**src/rtl/spi_register_controller_if.sv**
```systemverilog
// spi_register_controller_if: SPI-slave and register-file signals seen by the frame controller.
// master is the controller view; slave is the surrounding SPI slave / register file view.
interface spi_register_controller_if #(
    parameter int ADDR_W = 4
);
    logic              csN;
    logic              byteDone;
    logic [7:0]        rxByte;
    logic [7:0]        txByte;
    logic [ADDR_W-1:0] regAddr;
    logic [7:0]        regWdata;
    logic              regWe;
    logic [7:0]        regRdata;
    logic              busy;
    logic              err;
    logic              errClr;

    modport master (
        input  csN, byteDone, rxByte, regRdata, errClr,
        output txByte, regAddr, regWdata, regWe, busy, err
    );

    modport slave (
        output csN, byteDone, rxByte, regRdata, errClr,
        input  txByte, regAddr, regWdata, regWe, busy, err
    );
endinterface

```
**src/rtl/spi_register_controller.sv**
```systemverilog
// spi_register_controller: decodes SPI frames (command + data bytes) into register file accesses.
// Define SPI_CTRL_AUTOINC_EN to advance the address after every data byte (burst access).
module spi_register_controller #(
    parameter int NUM_REGS    = 16,
    parameter int ADDR_W      = 4,
    parameter int SYNC_STAGES = 2
) (
    input logic clk,
    input logic rst_n,
    spi_register_controller_if.master bus
);
    typedef enum logic [1:0] {IDLE, CMD, WRITE, READ} stateE;

    stateE                  state, stateNext;
    logic [SYNC_STAGES-1:0] csSync, bdSync, fill;
    logic                   bdSd, armed;
    logic                   csS, bdS, bdRise, inRange;
    logic                   cmdLatch, wrByte, rdByte;
    logic                   loadTx, advPend, regWe, err;
    logic [6:0]             addr, nextAddr;
    logic [7:0]             txByte, regWdata;

    assign csS     = csSync[SYNC_STAGES-1];
    assign bdS     = bdSync[SYNC_STAGES-1];
    assign bdRise  = bdS & ~bdSd;
    assign inRange = {1'b0, addr} < 8'(NUM_REGS);

`ifdef SPI_CTRL_AUTOINC_EN
    assign nextAddr = (addr == 7'(NUM_REGS - 1)) ? 7'd0 : addr + 7'd1;
`else
    assign nextAddr = addr;
`endif

    assign bus.txByte   = txByte;
    assign bus.regAddr  = addr[ADDR_W-1:0];
    assign bus.regWdata = regWdata;
    assign bus.regWe    = regWe;
    assign bus.busy     = state != IDLE;
    assign bus.err      = err;

    always_ff @(posedge clk or negedge rst_n)
        if (!rst_n) state <= IDLE;
        else        state <= stateNext;

    always_comb begin
        stateNext = state;
        cmdLatch  = 1'b0;
        wrByte    = 1'b0;
        rdByte    = 1'b0;
        case (state)
            IDLE:    stateNext = (armed && !csS) ? CMD : IDLE;
            CMD: begin
                cmdLatch  = bdRise;
                stateNext = bdRise ? (bus.rxByte[7] ? WRITE : READ) : CMD;
            end
            WRITE:   wrByte = bdRise;
            default: rdByte = bdRise;
        endcase
        if (state != IDLE && csS) stateNext = IDLE;
    end

    // armed only once a real high CS has crossed the synchroniser, so a frame
    // already open when reset releases is ignored
    always_ff @(posedge clk or negedge rst_n)
        if (!rst_n) begin
            csSync   <= '1;
            bdSync   <= '0;
            fill     <= '0;
            bdSd     <= 1'b0;
            armed    <= 1'b0;
            addr     <= '0;
            txByte   <= '0;
            regWdata <= '0;
            regWe    <= 1'b0;
            advPend  <= 1'b0;
            loadTx   <= 1'b0;
            err      <= 1'b0;
        end else begin
            csSync   <= {csSync[SYNC_STAGES-2:0], bus.csN};
            bdSync   <= {bdSync[SYNC_STAGES-2:0], bus.byteDone};
            fill     <= {fill[SYNC_STAGES-2:0], 1'b1};
            bdSd     <= bdS;
            armed    <= armed | (csS & fill[SYNC_STAGES-1]);
            regWe    <= wrByte & inRange;
            advPend  <= wrByte;
            loadTx   <= cmdLatch | rdByte;
            err      <= ((loadTx | wrByte) & ~inRange) | (err & ~bus.errClr);
            if (wrByte) regWdata <= bus.rxByte;
            // writes advance one CLK late so regAddr holds during the strobe
            if (cmdLatch)               addr <= bus.rxByte[6:0];
            else if (rdByte || advPend) addr <= nextAddr;
            if (loadTx)             txByte <= inRange ? bus.regRdata : 8'h00;
            else if (state == IDLE) txByte <= 8'h00;
        end
endmodule
```
**src/flat_wrapper.sv**
```systemverilog
// flat-port wrapper written by rule: the top's interface ports become plain ports
module spi_register_controller_flat 
#(
    parameter int NUM_REGS    = 16,
    parameter int ADDR_W      = 4,
    parameter int SYNC_STAGES = 2
)
  (clk, rst_n, bus_csN, bus_byteDone, bus_rxByte, bus_regRdata, bus_errClr, bus_txByte, bus_regAddr, bus_regWdata, bus_regWe, bus_busy, bus_err);
  spi_register_controller_if #(.ADDR_W(ADDR_W)) bus_i ();
  input logic clk;
  input logic rst_n;
  input wire logic [$bits(bus_i.csN)-1:0] bus_csN;
  input wire logic [$bits(bus_i.byteDone)-1:0] bus_byteDone;
  input wire logic [$bits(bus_i.rxByte)-1:0] bus_rxByte;
  input wire logic [$bits(bus_i.regRdata)-1:0] bus_regRdata;
  input wire logic [$bits(bus_i.errClr)-1:0] bus_errClr;
  output wire logic [$bits(bus_i.txByte)-1:0] bus_txByte;
  output wire logic [$bits(bus_i.regAddr)-1:0] bus_regAddr;
  output wire logic [$bits(bus_i.regWdata)-1:0] bus_regWdata;
  output wire logic [$bits(bus_i.regWe)-1:0] bus_regWe;
  output wire logic [$bits(bus_i.busy)-1:0] bus_busy;
  output wire logic [$bits(bus_i.err)-1:0] bus_err;
  assign bus_i.csN = bus_csN;
  assign bus_i.byteDone = bus_byteDone;
  assign bus_i.rxByte = bus_rxByte;
  assign bus_i.regRdata = bus_regRdata;
  assign bus_i.errClr = bus_errClr;
  assign bus_txByte = bus_i.txByte;
  assign bus_regAddr = bus_i.regAddr;
  assign bus_regWdata = bus_i.regWdata;
  assign bus_regWe = bus_i.regWe;
  assign bus_busy = bus_i.busy;
  assign bus_err = bus_i.err;
  spi_register_controller #(.NUM_REGS(NUM_REGS), .ADDR_W(ADDR_W), .SYNC_STAGES(SYNC_STAGES)) u_core (.clk(clk), .rst_n(rst_n), .bus(bus_i));
endmodule
```
**config.mk**
```make
export PLATFORM = sky130hd
export DESIGN_NAME = spi_register_controller_flat
export DESIGN_NICKNAME = d
export VERILOG_FILES = /design/src/rtl/spi_register_controller_if.sv /design/src/rtl/spi_register_controller.sv /design/src/flat_wrapper.sv
export SDC_FILE = /design/constraint.sdc
export NUM_CORES = 1
export LEC_CHECK = 0
export ABC_AREA = 1
export BUFFER_PORTS_ARGS = -buffer_cell sky130_fd_sc_hd__buf_4
export CORE_MARGIN = 1.5
export CORE_UTILIZATION = 45
export CTS_CLUSTER_SIZE = 28
export DETAILED_ROUTE_END_ITERATION = 10
export GPL_TIMING_DRIVEN = 1
export PLACE_DENSITY_LB_ADDON = 0.2
export SLEW_MARGIN = 20
export SYNTH_ARGS = -nofsm -noshare
export SYNTH_HDL_FRONTEND = slang
export SYNTH_SLANG_ARGS = --single-unit
```
**constraint.sdc**
```tcl
create_clock -name clk -period 1.1 [get_ports clk]
set_input_delay 0 -clock clk [delete_from_list [all_inputs] [get_ports clk]]
set_output_delay 0 -clock clk [all_outputs]
set_load 0.05 [all_outputs]
```
==> results of run 1 <==
## metrics by stage
| step | area, um^2 | hold slack, ns |
|---|---|---|
| final | 2100 | 0.144 |
| after floorplan | 1440 | -0.296 |
| after CTS | 2080 | 0.149 |
| after detailed placement | 1800 | -0.0216 |
| after global placement | 1800 | -0.0286 |
| after global routing | 2100 | 0.163 |
## what timing repair did
action	in CTS	in global routing
buffers inserted	0	1
endpoints found under the hold margin	63	0
setup endpoints to repair	8	25
hold buffers	20	0
gates resized for setup	7	4
pin swaps	2	0
## placed cells by master (no fill, tap or decap)
master | synthesis | routed
inv_1 | 15 | 14
buf_4 | 4 | 45
nand3_1 | 3 | 3
conb_1 | 1 | 1
buf_6 | 2 | 1
nand2_1 | 38 | 36
dfrtp_2 | 0 | 2
dlygate4sd3_1 | 0 | 20
buf_12 | 0 | 1
clkbuf_4 | 0 | 5
dfrtp_1 | 34 | 32
nor2_1 | 4 | 3
clkbuf_1 | 0 | 1
o21ai_1 | 0 | 2
a21o_1 | 1 | 1
dfstp_2 | 2 | 2
nand2_2 | 5 | 6
nand2_4 | 0 | 1
a21oi_1 | 1 | 1
clkbuf_8 | 0 | 2
inv_2 | 1 | 2
nor2_2 | 4 | 4
o21ai_0 | 8 | 6
nor2_4 | 1 | 2
o21ai_2 | 14 | 14
## power breakdown
| part | internal, mW | switching, mW | leakage, nW |
|---|---|---|---|
| clock network | 0.376 | 0.397 | 0.0386 |
| registers | 1.54 | 0.135 | 0.438 |
| logic | 0.469 | 0.929 | 0.587 |
| total | 2.38 | 1.46 | 1.06 |
## critical path: cells and delay by family (launching register included)
family	cells	cell delay, ns
buffers and inverters	2	0.18
DFF	1	0.47
and+or+nand+nor	1	0.15
## Yosys cell counts
| master | instances | area share |
|---|---|---|
| dfstp_2 | 2 | 0.036 |
| o21ai_0 | 8 | 0.028 |
| dfrtp_1 | 34 | 0.59 |
| a21oi_1 | 1 | 0.0035 |
| nand3_1 | 3 | 0.010 |
| a21o_1 | 1 | 0.0052 |
| inv_1 | 15 | 0.039 |
| nand2_2 | 5 | 0.022 |
| o21ai_2 | 14 | 0.085 |
| buf_6 | 2 | 0.016 |
| nor2_1 | 4 | 0.010 |
| nand2_1 | 38 | 0.099 |
| inv_2 | 1 | 0.0026 |
| buf_4 | 4 | 0.021 |
| clkbuf_2 | 1 | 0.0035 |
| nor2_2 | 4 | 0.017 |
| nor2_4 | 1 | 0.0078 |
| conb_1 | 1 | 0.0026 |
## how the worst max path moves through the flow
stage	from	endpoint	slack [ns]
6_report	u_core.state[0]	bus_busy	-0.03
5_1_grt	u_core.state[0]	bus_busy	-0.09
4_1_cts	u_core.state[0]	bus_busy	-0.05
3_5_place_dp	u_core.state[0]	u_core.addr[0]	-0.07
3_3_place_gp	u_core.state[0]	u_core.addr[6]	-0.02
2_1_floorplan	u_core.state[0]	u_core.bus.regWdata[6]	0.05
## kinds of logic (layout without fill, tap and decap cells)
kind of cell / after synthesis / after routing / share of synthesized area
AOI/OAI and AO/OA: 24 / 24 / 0.122
buffers and inverters: 23 / 91 / 0.0817
DFF: 36 / 36 / 0.627
other: 1 / 1 / 0.00260
and+or+nand+nor: 55 / 55 / 0.167
## cell type report
type	instances	area, um^2
Sequential cell	36	906
Timing Repair Buffer	67	569
Fill cell	255	957
Inverter	16	60.1
Multi-Input combinational cell	80	437
Clock buffer	8	68.8
Tap cell	44	55.1
## registers in the layout, summed over array words and instances, names as in the netlist, 2 cells and up
signal               cells
u_core.csSync            2
u_core.bus.regWdata      8
u_core.state             2
u_core.bdSync            2
u_core.fill              2
u_core.bus.txByte        8
u_core.addr              7
## layer usage
metal | track usage | vias to the layer above | part of all wire
met4 | 0.0667 | 0 | 0.0056
met1 | 0.219 | 519 | 0.43
met2 | 0.306 | 42 | 0.50
met5 | 0 | - | 0
li1 | - | 560 | -
met3 | 0.0677 | 2 | 0.065
==> metrics.csv, run 1 <==
metric,value,unit
first-pass iteration count of the detailed router,5,
H-Tree Depth,2,
skew final,0.00948,ns
dpl cells,222,
crit-path max FO,5,
peak supply drop,0.00106,V
highest clock rate,882,MHz
Tmin final,1.13,ns
die height,59.6,um
yosys warns,0,
"Seq/Total Area, Yosys",0.627,
routed wire length per instance,11.5,um
clk sink count,36,
Mean Syn Cell Area,10.4,um^2
Setup Viol. Count Final,1,
core footprint,3050,um^2
largest net degree at the start of global routing,37,
Area growth syn-to-layout,45.5,%
Worst R2R Start,u_core.state[1],
layout cell share with drive strength beyond 1,0.420,
P_leak,1.06,nW
R2R cell count,6,
Crit Path Class,flop to output pin,
DRC errors left,0,
register bit count reported by yosys,36,
antenna cell count,0,
synth unique cells,18,
period utilization,1.03,
Netlist Area Pre-Place,1440,um^2
Final Core Density,0.686,
HPWL after DPL,1880,um
Hold Crit Class,input pin to asynchronous set/reset pin,
CTS Buf Count,5,
Final nets,227,
initial drt markers,47,
Antenna Nets Post-Route,0,
first-pass GRT wire length,4710,um
Max-cap violations,0,
Root Driver,clkbuf_4,
Critical Path RT,1.10,ns
final wirelength,2880,um
Die X,59.6,um
Cell Pwr Density,1830,nW/um^2
final-report max-slew violation count,0,
Final Hold Fails,0,
initial core utilization,0.472,
Syn Nets,160,
total die area,3550,um^2
CP arrival,1.13,ns
failing checks,negative setup slack,
RD Place Congestion,0.789,
pre-CTS setup slack,-0.0728,ns
initial antenna violation count,0,
grt ovf,0,
Startpoint Class,flop,
post-synthesis cell count,139,
CP max stage delay,0.47,ns
setup ws final,-0.0338,ns
CTS tree,done,
IO buf count,43,
CP endpoint kind,output pin,
Final Power,3.84,mW
vias per cell,4.47,
worst skew pair latency,0.33,ns
CP max-delay cell,dfrtp_2,
Ports,44,
status,finished with violations,
FP Rows,20,
"non-filler cells, final",251,
R2R Setup Slk,0.01,ns
Total GRT Usage,0.184,
Max Buffers Root-to-Sink,2,
vias in the first global route,1083,
Reg-to-Reg End,u_core.bus.regWdata[6],
Clock transition at path regs,0.10,ns
RSZ-0062 raised after global routing,true,
post-route setup TNS,-0.0338,ns
via count,1123,
crit path cell chain,"nor2_4, inv_2, buf_6",
Note: power is estimated with default switching activity, not from simulation.
==> run 2: changes to the inputs <==
--- a/config.mk
+++ b/config.mk
@@ -8,10 +8,9 @@
 export ABC_AREA = 1
 export BUFFER_PORTS_ARGS = -buffer_cell sky130_fd_sc_hd__buf_4
 export CORE_MARGIN = 1.5
-export CORE_UTILIZATION = 45
+export CORE_UTILIZATION = 49
 export CTS_CLUSTER_SIZE = 28
 export DETAILED_ROUTE_END_ITERATION = 10
-export GPL_TIMING_DRIVEN = 1
 export PLACE_DENSITY_LB_ADDON = 0.2
 export SLEW_MARGIN = 20
 export SYNTH_ARGS = -nofsm -noshare
==> constraint.sdc (replaced) <==
create_clock -name clk -period 1.19 [get_ports clk]
set_input_delay 0 -clock clk [delete_from_list [all_inputs] [get_ports clk]]
set_output_delay 0 -clock clk [all_outputs]
set_load 0.05 [all_outputs]
==> metrics.csv, run 2 (synthesis results as in run 1) <==
metric,value,unit,change
initial drt markers,64,,+36%
core footprint,2780,um^2,-8.9%
total die area,3270,um^2,-7.8%
routed wire length per instance,12.3,um,+6.7%
RD Place Congestion,0.731,,-7.3%
CP endpoint kind,output pin,,
Fillers,201,,-21%
Max-cap violations,0,,unchanged
via count,1109,,-1.2%
Setup Viol. Count Final,0,,-1
status,finished clean,,
Clock transition at path regs,0.11,ns,about the same
Total GRT Usage,0.198,,+0.0138
CTS Buf Count,5,,unchanged
crit path cell chain,"nor2_4, inv_1, buf_4",,
Root Driver,clkbuf_4,,
period utilization,0.965,,
H-Tree Depth,2,,unchanged
IO buf count,43,,unchanged
Ports,44,,unchanged
CTS tree,done,,
layout cell share with drive strength beyond 1,0.411,,-0.00881
initial antenna violation count,0,,unchanged
clk sink count,36,,unchanged
"Largest delay share family, worst path",flip-flops,,
CP arrival,1.15,ns,+0.02 ns
Critical Path RT,1.19,ns,+0.09 ns
Cell Pwr Density,1680,nW/um^2,-8.5%
skew final,0.0102,ns,+0.000728 ns
Top Registers,"u_core.bus.regWdata x8, u_core.bus.txByte x8, u_core.addr x7",,
RSZ-0062 raised after global routing,true,,
Die X,57.2,um,-4.0%
die height,57.2,um,-4.0%
dpl cells,208,,-6.3%
Startpoint Class,flop,,
post-route setup TNS,0,ns,+0.0338 ns
first-pass GRT wire length,4750,um,+0.89%
CP max stage delay,0.47,ns,about the same
P_leak,1.08,nW,+1.2%
Crit Path Class,flop to output pin,,
Final Core Density,0.754,,+0.0675
largest net degree at the start of global routing,37,,unchanged
antenna cell count,0,,unchanged
vias per cell,4.62,,+3.3%
Final Hold Fails,0,,unchanged
Hold Crit Class,input pin to asynchronous set/reset pin,,
highest clock rate,870,MHz,
Max Buffers Root-to-Sink,2,,unchanged
FP Rows,19,,-5.0%
worst skew pair latency,0.34,ns,about the same
final wirelength,2940,um,+2.0%
crit-path max FO,4,,-1
Final nets,229,,+0.88%
vias in the first global route,1075,,-0.74%
grt ovf,0,,unchanged
Area growth syn-to-layout,45.6,%,about the same
CP max-delay cell,dfrtp_2,,
CP bufs+invs,2,,unchanged
register area,906,um^2,unchanged
peak supply drop,0.00178,V,+67%
most frequent cells in the layout,"buf_4, nand2_1, dfrtp_1",,
area of the multi-input gates,432,um^2,-1.1%
final-report max-slew violation count,0,,unchanged
"non-filler cells, final",240,,-4.4%
Antenna Nets Post-Route,0,,unchanged
DRC errors left,0,,unchanged
initial core utilization,0.518,,+0.0460
HPWL after DPL,1820,um,-3.1%
first-pass iteration count of the detailed router,4,,-1
"commonest non-fill, non-tap cell in the layout",buf_4,,
Tmin final,1.15,ns,
Final Power,3.52,mW,-8.4%
-- run 2: changes by cell type in the layout (fill, tap and decap cells not counted) --
cell	delta
clkbuf_16	+1
inv_1	+1
o21ai_0	+2
nand2_2	-2
clkbuf_8	-1
inv_2	-1
buf_4	+2
clkinvlp_4	+1
o21ai_1	-2
nand2_1	+2
buf_6	-1
-- run 2: area by class of cell --
type	instances	share of cell area
Sequential cell	36	0.432
Timing Repair Buffer	69	0.285
Multi-Input combinational cell	80	0.206
Inverter	16	0.0286
Clock buffer	7	0.0263
Tap cell	31	0.0185
Clock inverter	1	0.00358
-- run 2: metrics by stage --
stage	hold slack, ns	cell area (um^2)	setup WS, ns
CTS	0.139	2040	-0.000881
floorplan	-0.296	1440	0.136
detailed placement	-0.0218	1770	0.00274
global route	0.164	2100	-0.0272
finish	0.138	2100	0.0411
global placement	-0.0296	1770	0.0744
-- run 2: metal layers --
metal | wire (um) | up-vias | GRT usage | part of all wire
li1 | - | 566 | - | -
met1 | 1230 | 502 | 0.230 | 0.42
met2 | 1520 | 39 | 0.332 | 0.52
met3 | 163 | 2 | 0.0680 | 0.055
met4 | 27 | 0 | 0.0897 | 0.0092
met5 | 0 | - | 0 | 0
-- run 2: worst register-to-register path, delay by kind of cell, from the launching register on --
family / cells / cell delay [ns]
flops: 1 / 0.45
compound gates: 1 / 0.06
buf+inv: 1 / 0.07
simple gates: 3 / 0.44
-- run 2: power by group --
part	internal (mW)	leakage [nW]	switching, mW
Sequential	1.42	0.438	0.116
Combinational	0.430	0.606	0.861
Clock	0.289	0.0315	0.404
-- run 2: worst paths after layout --
path | end | cells after the start | slack (ns) | startpoint
max | bus_busy | 3 | 0.04 | u_core.state[1]
max reg2reg | u_core.addr[0] | 5 | 0.08 | u_core.state[0]
min reg2reg | u_core.fill[1] | 0 | 0.36 | u_core.fill[0]
max in group asynchronous | u_core.csSync[0] | 2 | 0.72 | rst_n
min | u_core.addr[5] | 2 | 0.14 | rst_n
min in group clk | u_core.csSync[0] | 2 | 0.31 | bus_csN
-- run 2: what timing repair did --
item,in CTS,in global routing
gates cloned,0,1
endpoints found under the setup margin,2,2
endpoints found under the hold margin,63,0
pin swaps,0,1
gates resized for setup,3,2
buffers inserted,0,3
hold buffers,20,0
